### src/rtl/hs_stream_fifo.sv
// hs_stream_fifo: valid/ready stream buffer, DEPTH-entry first-word-fall-through
// FIFO with registered head, occupancy count, almost-full flag and flush.
//
// Ports:
//   clk          rising-edge clock
//   rst          asynchronous reset, active-low
//   flush        synchronous clear of contents (wins over push/pop)
//   s_valid      upstream word available
//   s_ready      FIFO can accept a word (registered)
//   s_data       upstream payload
//   m_valid      head word available (registered)
//   m_ready      downstream accepts head word
//   m_data       head payload (registered)
//   count        occupancy, 0..DEPTH
//   almost_full  count >= AF_LEVEL (registered)
//   overflow_err sticky: s_valid withdrawn while stalled
module hs_stream_fifo #(
    parameter int DATA_W   = 8,
    parameter int DEPTH    = 16,
    parameter int AF_LEVEL = 12
) (
    input  logic                     clk,
    input  logic                     rst,
    input  logic                     flush,
    input  logic                     s_valid,
    output logic                     s_ready,
    input  logic [DATA_W-1:0]        s_data,
    output logic                     m_valid,
    input  logic                     m_ready,
    output logic [DATA_W-1:0]        m_data,
    output logic [$clog2(DEPTH):0]   count,
    output logic                     almost_full,
    output logic                     overflow_err
);

    localparam int AW = $clog2(DEPTH);
    localparam int PW = AW + 1;

    logic [DATA_W-1:0] mem [DEPTH];

    logic [PW-1:0] wr_ptr;
    logic [PW-1:0] rd_ptr;
    logic [PW-1:0] wr_ptr_n;
    logic [PW-1:0] rd_ptr_n;
    logic [PW-1:0] cnt_n;
    logic [PW-1:0] cnt_ap;

    logic push;
    logic pop;
    logic full;
    logic empty;
    logic stall_q;

    assign push  = s_valid & s_ready;
    assign pop   = m_valid & m_ready;

    // MSB of each pointer is the wrap bit
    assign full  = (wr_ptr[AW-1:0] == rd_ptr[AW-1:0]) &&
                   (wr_ptr[AW] != rd_ptr[AW]);
    assign empty = (wr_ptr == rd_ptr);

    // Pointer difference is always 0..DEPTH, so it cannot saturate
    assign count = wr_ptr - rd_ptr;

    always_comb begin
        wr_ptr_n = wr_ptr + PW'(push);
        rd_ptr_n = rd_ptr + PW'(pop);
        cnt_ap   = count - PW'(pop);
        cnt_n    = wr_ptr_n - rd_ptr_n;
    end

    // Storage has no reset; contents are don't-care until written
    always_ff @(posedge clk) begin
        if (push && !flush) begin
            mem[wr_ptr[AW-1:0]] <= s_data;
        end
    end

    always_ff @(posedge clk or negedge rst) begin
        if (!rst) begin
            wr_ptr       <= '0;
            rd_ptr       <= '0;
            s_ready      <= 1'b0;
            m_valid      <= 1'b0;
            m_data       <= '0;
            almost_full  <= 1'b0;
        end else if (flush) begin
            wr_ptr       <= '0;
            rd_ptr       <= '0;
            s_ready      <= 1'b1;
            m_valid      <= 1'b0;
            almost_full  <= 1'b0;
        end else begin
            wr_ptr      <= wr_ptr_n;
            rd_ptr      <= rd_ptr_n;
            s_ready     <= (cnt_n != PW'(DEPTH));
            m_valid     <= (cnt_n != '0);
            almost_full <= (cnt_n >= PW'(AF_LEVEL));
            // Head is refreshed every edge while non-empty. If the FIFO
            // drains to nothing but a word arrives this edge, that word
            // is not in memory yet, so take it straight from s_data.
            if (cnt_n != '0) begin
                if (cnt_ap == '0) begin
                    m_data <= s_data;
                end else begin
                    m_data <= mem[rd_ptr_n[AW-1:0]];
                end
            end
        end
    end

    // A producer that withdraws a stalled word has broken the handshake
    always_ff @(posedge clk or negedge rst) begin
        if (!rst) begin
            stall_q      <= 1'b0;
            overflow_err <= 1'b0;
        end else begin
            stall_q <= s_valid & ~s_ready;
            if (stall_q && !s_valid) begin
                overflow_err <= 1'b1;
            end
        end
    end

`ifndef SYNTHESIS
    always_ff @(posedge clk) begin
        if (rst && !flush) begin
            assert (!(push && full))
                else $error("hs_stream_fifo: push while full");
            assert (!(pop && empty))
                else $error("hs_stream_fifo: pop while empty");
        end
    end
`endif

endmodule

### config.mk
export PLATFORM = sky130hd
export DESIGN_NAME = hs_stream_fifo
export DESIGN_NICKNAME = d
export VERILOG_FILES = /design/src/rtl/hs_stream_fifo.sv
export SDC_FILE = /design/constraint.sdc
export NUM_CORES = 1
export LEC_CHECK = 0
export CORE_MARGIN = 2
export CORE_UTILIZATION = 36
export CTS_BUF_LIST = sky130_fd_sc_hd__clkbuf_4
export DETAILED_ROUTE_END_ITERATION = 12
export HOLD_SLACK_MARGIN = 0.1
export SLEW_MARGIN = 5
export SYNTH_ARGS = -nofsm -noshare
export SYNTH_HDL_FRONTEND = slang
export SYNTH_SLANG_ARGS = --single-unit
### constraint.sdc
create_clock -name clk -period 4.85 [get_ports clk]
set_input_delay 1.2125 -clock clk [delete_from_list [all_inputs] [get_ports clk]]
set_output_delay 1.2125 -clock clk [all_outputs]
set_load 0.05 [all_outputs]
==> results.cfg, run 1 <==
[setup_path]
startpoint = wr_ptr[2]
start_kind = register
crit_type = reg -> out
r2r_end = m_data[4]
crit_end = count[4]
cp.required_ns = 3.64
worstSetupEndpointType = primary output
crit_slowest_cell = clkdlybuf4s50_1
slowest_delay_ns = 0.79
crit_fanout = 11
r2r_start = rd_ptr[0]
crit_chain = ha_1, nor2b_1, o21ai_0, a21o_1, and2_1, clkdlybuf4s50_1
arrival_ns = 3.04
worst-r2r-cell-count = 10
r2r_slack_ns = 1.69

[cts]
cts_resized = 0
clk_pin_slew_ns = 0.15
cts_hold_buffers = 0
insertion_delay_ns = 0.57
cts-htree-levels = 4
clock_path_buffers = 2
cts_buffers = 17
cts_tree = yes
cts_setup_buffers = 0
cts_num_sinks = 151
cts_root_buf = clkbuf_4

[logic_synthesis]
ys_types = 41
synthesis.area_um2 = 6480
async_reset_ff_share_pct = 15.2
ys_dominant_reg_cell = edfxtp_1
synth_cells = 367
synth_area_per_cell_um2 = 17.7
synth_seq_cells = 151
synthTopCellsByArea = edfxtp_1 (59%), mux4_1 (13%), dfrtp_1 (8.9%)
synth.top_cell.area_share_pct = 59.3
syn-num-nets = 393
yosys.area.top_type = edfxtp_1
synth-edff-count = 128
yosysSeqAreaShare_pct = 68.2
ys_warn_count = 0

[routing]
drtPass1Iterations = 5
routed_wl_um = 13600
ant_nets = 0
wl_per_cell_um = 20.9
drt_iter0_markers = 271
viasPerCell = 5.35
vias = 3489
drc = 0

[floorplan]
die_w_um = 138
start_util_pct = 36.3
rows = 49
dieArea_um2 = 19100
core_um2 = 17800
ios = 30
die_y_um = 138

[global_routing]
grt_pass1_vias = 3558
grt_antenna_before_repair = 1
grt_pass1_wl_um = 20900
grt_max_degree = 33
grt_overflow = 0
track_usage_pct = 14.8

[finish]
drive_above_1_share_pct = 10.9
final_cell_mix = edfxtp_1 (128), mux4_1 (31), clkdlybuf4s50_1 (29)
final_common_cell = edfxtp_1
finalNetCount = 435
final.fill_count = 1607
area_growth_pct = 12.4
fin_cells = 652

[place]
hpwl_um = 8770
dp_cells = 619
port_buffers = 29
routabilityCongestion = 0.885

[pwr]
peakVddDrop_mv = 0.269
powerDensity_nw_per_um2 = 497
p_leak_nw = 2.52

[timing]
fmax_ghz = 0.235
relSlewSlack_pct = 27.2
rsz0062_at_grt = no
slew_violations = 0
period_minus_slack_ns = 4.26
fin_crit_sh_pct = 87.8
setup_viol = 0
setup_tns_ns = 0
tightest_slew_ns = 1.09
hold_viol_final = 0
clock_skew_ns = 0.0337

[run_status]
status = complete, no violations

[min_path]
hp-class = reg -> reg

[flow_run]
drv_cap = 0
## state kept, by name, summed over array words and instances, names as in the netlist
signal / flops
mem: 128
wr_ptr: 5
s_ready: 1
m_valid: 1
m_data: 8
almost_full: 1
rd_ptr: 5
stall_q: 1
overflow_err: 1
## synth_stat cells (6+ instances only)
master and count:
dfrtp_1 23, o22ai_1 16, a211oi_1 8, edfxtp_1 128, inv_1 17, and2_1 6, mux4_1 31, nor2_1 24
a31oi_1 8, nand3_1 20, xor2_1 7, a211o_1 8, ha_1 12
## critical path, delay by kind of cell, from the launching register on
family / cells / cell delay [ns]
fa+ha+maj: 1 / 0.35
buf+inv: 1 / 0.79
flops: 1 / 0.67
compound gates: 2 / 0.40
simple gates: 2 / 0.27
## stage by stage
step / hold slack (ns) / power [mW] / util [%] / area, um2 / worst slack, ns
final: 0.457 / 3.62 / 40.8 / 7280 / 0.594
after global routing: 0.484 / 3.80 / 40.8 / 7280 / 0.357
after CTS: 0.465 / 3.64 / 40.8 / 7280 / 0.534
after detailed placement: 0.438 / 2.85 / 39.2 / 6990 / 0.534
after global placement: 0.433 / 2.83 / 39.2 / 6990 / 0.666
after floorplan: 0.430 / 2.54 / - / 6480 / 0.976
## how the worst min path moves through the flow
stage | slack (ns) | cells past startpoint | endpoint | start
after global placement | 0.43 | 1 | overflow_err | stall_q
after global routing | 0.48 | 1 | stall_q | s_ready
after detailed placement | 0.44 | 1 | overflow_err | stall_q
after floorplan | 0.43 | 1 | overflow_err | stall_q
after CTS | 0.47 | 1 | stall_q | s_ready
final | 0.46 | 1 | stall_q | s_ready
## final cells by class
type / count / area (um2) / share of cell area [%]
tap: 229 / 287 / 3.93
multi-input combinational: 184 / 1860 / 25.5
inverter: 17 / 63.8 / 0.876
antenna: 1 / 2.50 / 0.0344
timing repair buffer: 38 / 358 / 4.91
clock buffer: 17 / 128 / 1.75
clock inverter: 15 / 166 / 2.28
sequential: 151 / 4420 / 60.7
## cells by family after synthesis
| logic type | after synthesis | synth area share (%) |
|---|---|---|
| xor+xnor | 12 | 1.91 |
| compound gates | 56 | 5.89 |
| mux | 32 | 12.9 |
| buf+inv | 32 | 3.09 |
| flops | 151 | 68.2 |
| fa+ha+maj | 13 | 2.63 |
| simple gates | 71 | 5.37 |
## report_power, final
| part | total (mW) | internal, mW | leakage (nW) | switching, mW |
|---|---|---|---|---|
| Clock | 0.799 | 0.315 | 0.145 | 0.484 |
| Sequential | 1.54 | 1.48 | 1.44 | 0.0568 |
| Combinational | 1.28 | 0.532 | 0.935 | 0.749 |
## metal layers
| metal | global-route usage (%) | share of wire [%] | vias up |
|---|---|---|---|
| li1 | - | - | 1575 |
| met4 | 5.80 | 2.4 | 0 |
| met1 | 20.4 | 45 | 1782 |
| met5 | 0 | 0 | - |
| met2 | 23.0 | 47 | 110 |
| met3 | 3.29 | 5.1 | 22 |
No activity file was read; power rests on OpenSTA's default activity.
==> inputs of run 2 (changes only) <==
==> constraint.sdc (replaced) <==
create_clock -name clk -period 4.85 [get_ports clk]
set_input_delay 1.2125 -clock clk [delete_from_list [all_inputs] [get_ports clk]]
set_output_delay 1.2125 -clock clk [all_outputs]
set_load 0.01 [all_outputs]
==> run 2 against run 1 <==
  * Final area hardly changed
  * Count of clock-buffer cells in the layout increased by 1
  * First-iteration DRC count is 11% lower
  * Non-clock buffer count is 1 lower
  * Combinational power fell by 17%
  * Worst hold slack better by 0.0091 ns
  * Die area stayed put
  * Setup slack improved by 0.28 ns
  * Sequential power about the same
  * Cell count fell by 0.15%
  * Routed wire length fell by 2.6%
==> results.cfg, run 2 (synthesized netlist as in run 1, its figures left out) <==
[cts]
clk_pin_slew_ns = 0.13
cts_tree = yes
cts_setup_buffers = 0
clock_path_buffers = 2
cts_root_buf = clkbuf_4
cts_resized = 0
cts-htree-levels = 4
cts_buffers = 17
cts_num_sinks = 151
cts_hold_buffers = 0
insertion_delay_ns = 0.53

[setup_path]
cp.required_ns = 3.64
crit_type = reg -> out
worstSetupEndpointType = primary output
start_kind = register
arrival_ns = 2.76
crit_fanout = 17

[routing]
wl_per_cell_um = 20.4
vias = 3382
drt_iter0_markers = 241
viasPerCell = 5.20
drc = 0
drtPass1Iterations = 6
routed_wl_um = 13300
ant_nets = 0

[timing]
fin_crit_sh_pct = 81.9
clock_skew_ns = 0.0191
hold_slack_ns = 0.466
relSlewSlack_pct = 32.3
tightest_slew_ns = 1.01
fmax_ghz = 0.252
hold_viol_final = 0
slew_violations = 0
setup_viol = 0
setup_tns_ns = 0
rsz0062_at_grt = no
period_minus_slack_ns = 3.97

[finish]
final_cell_mix = edfxtp_1 (128), mux4_1 (31), clkdlybuf4s50_1 (29)
finalNetCount = 434
area_growth_pct = 12.5
drive_above_1_share_pct = 10.5
final_common_cell = edfxtp_1
seq_area_um2 = 4420
multi_input_area_um2 = 1860
largest_reg_flops = 128
final.fill_count = 1598

[global_routing]
track_usage_pct = 14.3
grt_antenna_before_repair = 1
grt_pass1_vias = 3505
grt_pass1_wl_um = 20300
grt_max_degree = 34
grt_overflow = 0

[place]
port_buffers = 29
hpwl_um = 8750
routabilityCongestion = 0.881

[floorplan]
die_y_um = 138
dieArea_um2 = 19100
die_w_um = 138
start_util_pct = 36.3
ios = 30
core_um2 = 17800
rows = 49

[flow_run]
drv_cap = 0

[run_status]
status = complete, no violations

[pwr]
peakVddDrop_mv = 0.193
powerDensity_nw_per_um2 = 469
p_leak_nw = 2.53

[min_path]
hp-class = reg -> reg
run 2: cell count changes in the layout (fill, tap and decap cells not counted):
cell,delta
clkinv_2,+1
clkinv_1,+1
clkinvlp_4,-1
buf_4,-1
clkbuf_4,+1
clkinv_4,-3
bufinv_16,+1
run 2: metal layers:
metal	up-vias	routed length, um	share of wire [%]	GRT usage (%)
li1	1582	-	-	-
met5	-	0	0	0
met4	0	130	0.98	4.30
met2	76	6380	48	22.4
met3	10	644	4.9	4.36
met1	1714	6120	46	19.6
run 2: final cells by class:
type	instances	share of cell area, %
inverters	17	0.875
diodes	1	0.0343
well taps	229	3.93
repair buffers	37	4.81
multi-input cells	184	25.5
flip-flops and latches	151	60.6
clock inverters	14	2.35
clock buffers	18	1.85
run 2: final timing paths:
path	start	to	slack, ns	cells past startpoint
max in group asynchronous	rst	m_data[5]	3.00	1
hold / removal	s_ready	stall_q	0.47	1
min in group asynchronous	rst	almost_full	1.22	1
hold reg to reg	s_ready	stall_q	0.47	1
setup / recovery	wr_ptr[2]	count[3]	0.88	7
setup reg to reg	rd_ptr[0]	m_data[1]	1.77	10
run 2: worst max-delay path, cell delays in order, from the launching register on:
cell,delay (ns)
dfrtp_1,0.66
ha_1,0.34
o21ai_0,0.10
nand2b_1,0.09
xnor2_1,0.22
buf_4,0.26
inv_1,0.07
clkdlybuf4s50_1,0.48
run 2: where the power goes:
part           internal [mW]  total (mW)  switching (mW)
Sequential              1.48        1.54          0.0568
Combinational          0.526        1.06           0.532
Clock                  0.368       0.816           0.448
run 2: stage by stage:
step	util, %	power, mW	worst slack (ns)	area, um2	instances
after CTS	40.8	3.45	0.823	7290	650
after floorplan	-	2.33	0.976	6480	367
final	40.9	3.42	0.876	7290	651
after detailed placement	39.1	2.63	0.599	6980	618
after global placement	39.1	2.62	0.663	6980	618
after global routing	40.9	3.60	0.705	7290	651
==> inputs of run 3 (changes only) <==
==> constraint.sdc (replaced) <==
create_clock -name clk -period 3.7 [get_ports clk]
set_input_delay 0.925 -clock clk [delete_from_list [all_inputs] [get_ports clk]]
set_output_delay 0.925 -clock clk [all_outputs]
set_load 0.01 [all_outputs]
==> run 3 against run 2 <==
  * Highest routed layer unchanged
  * Non-clock buffer count rose by 28
  * Routed wire length up 2.6%
  * Cell count is 4.3% higher
  * Sequential share of layout area decreased by 1.9 points
  * Setup slack got worse by 0.67 ns
  * Final area up 3.2%
==> results.cfg, run 3 (synthesized netlist as in run 1, its figures left out) <==
[setup_path]
crit_type = reg -> out
start_kind = register
arrival_ns = 2.57
cp.required_ns = 2.77
worstSetupEndpointType = primary output
crit_fanout = 6

[timing]
clock_skew_ns = 0.0164
setup_viol = 0
hold_slack_ns = 0.464
rsz0062_at_grt = no
period_minus_slack_ns = 3.49
setup_tns_ns = 0
fin_crit_sh_pct = 94.4
slew_violations = 0
hold_viol_final = 0
fmax_ghz = 0.286
tightest_slew_ns = 1.07
relSlewSlack_pct = 28.7

[pwr]
power_mw = 4.54
comb_power_share_pct = 32.6
peakVddDrop_mv = 0.339
intPower_mw = 3.07
pwr-share-clk_pct = 23.0
pwr-share-seq_pct = 44.4
switching_share_pct = 32.3
power.switching_mw = 1.47
p_leak_nw = 2.71
powerDensity_nw_per_um2 = 604

[finish]
finalNetCount = 462
final_cell_mix = edfxtp_1 (128), buf_4 (35), mux4_1 (31)
final_common_cell = edfxtp_1
multi_input_area_um2 = 1870
area_growth_pct = 16.1
drive_above_1_share_pct = 16.9
final.fill_count = 1602
seq_area_um2 = 4420
largest_reg_flops = 128

[floorplan]
ios = 30
dieArea_um2 = 19100
core_um2 = 17800
die_w_um = 138
rows = 49
start_util_pct = 36.3
die_y_um = 138

[global_routing]
grt_overflow = 0
grt_pass1_vias = 3649
grt_pass1_wl_um = 21000
track_usage_pct = 14.8
grt_max_degree = 33
grt_antenna_before_repair = 1

[cts]
clock_path_buffers = 2
insertion_delay_ns = 0.54
cts_buffers = 17
cts_hold_buffers = 0
cts-htree-levels = 4
clk_pin_slew_ns = 0.14
cts_root_buf = clkbuf_4
cts_tree = yes
cts_num_sinks = 151

[flow_run]
drv_cap = 0

[run_status]
status = complete, no violations

[routing]
wl_per_cell_um = 20.1
ant_nets = 0
vias = 3566
routed_wl_um = 13600
drtPass1Iterations = 5
drc = 0
viasPerCell = 5.25
drt_iter0_markers = 307

[min_path]
hp-class = reg -> reg

[place]
port_buffers = 29
hpwl_um = 9090
routabilityCongestion = 0.824
[run 3: cell type report]
class	instances	area share (%)
Clock inverter	15	2.36
Inverter	17	0.848
Clock buffer	17	1.70
Timing Repair Buffer	65	7.65
Antenna cell	1	0.0333
Tap cell	229	3.81
Sequential cell	151	58.7
Multi-Input combinational cell	184	24.9
[run 3: worst paths after layout]
path                            from         to  slack [ns]  cells after the start
setup / recovery           wr_ptr[1]   count[3]        0.21                      7
hold / removal               s_ready    stall_q        0.46                      1
setup reg to reg           rd_ptr[0]  m_data[2]        0.71                     10
hold reg to reg              s_ready    stall_q        0.46                      1
max in group asynchronous        rst  m_data[4]        2.10                      1
min in group asynchronous        rst  wr_ptr[4]        0.94                      1
[run 3: per-layer routing]
metal	track usage, %	vias to the layer above	wire, um
met2	24.0	97	6730
met4	4.94	0	226
li1	-	1637	-
met3	3.81	15	811
met1	19.6	1817	5850
met5	0	-	0
[run 3: critical path: stages (launching register included)]
cell             delay (ns)
dfrtp_1                0.50
ha_1                   0.32
nor2b_1                0.12
o21ai_0                0.14
nand2b_1               0.11
xnor2_2                0.27
inv_1                  0.07
clkdlybuf4s50_1        0.50
[run 3: power groups by stage]
stage	Combinational (mW)	Clock (mW)	Sequential, mW
after detailed placement	1.47	0	2.06
final	1.48	1.05	2.02
after floorplan	0.998	0	2.06
after global placement	1.45	0	2.06
after global routing	1.60	1.15	2.03
after CTS	1.48	1.08	2.02
[run 3: metrics by stage]
| stage | setup WS (ns) | utilization [%] | area (um2) | instances |
|---|---|---|---|---|
| after floorplan | 0.114 | - | 6480 | 367 |
| after global placement | -0.0677 | 40.3 | 7200 | 645 |
| after detailed placement | -0.130 | 40.3 | 7200 | 645 |
| after CTS | 0.00144 | 42.1 | 7500 | 677 |
| after global routing | 0.0368 | 42.2 | 7520 | 679 |
| final | 0.209 | 42.2 | 7520 | 679 |
[run 3: repair_timing]
action                                  in CTS  in global routing
setup buffers                                0                  1
endpoints found under the setup margin       1                  2
gates resized for setup                      1                  3
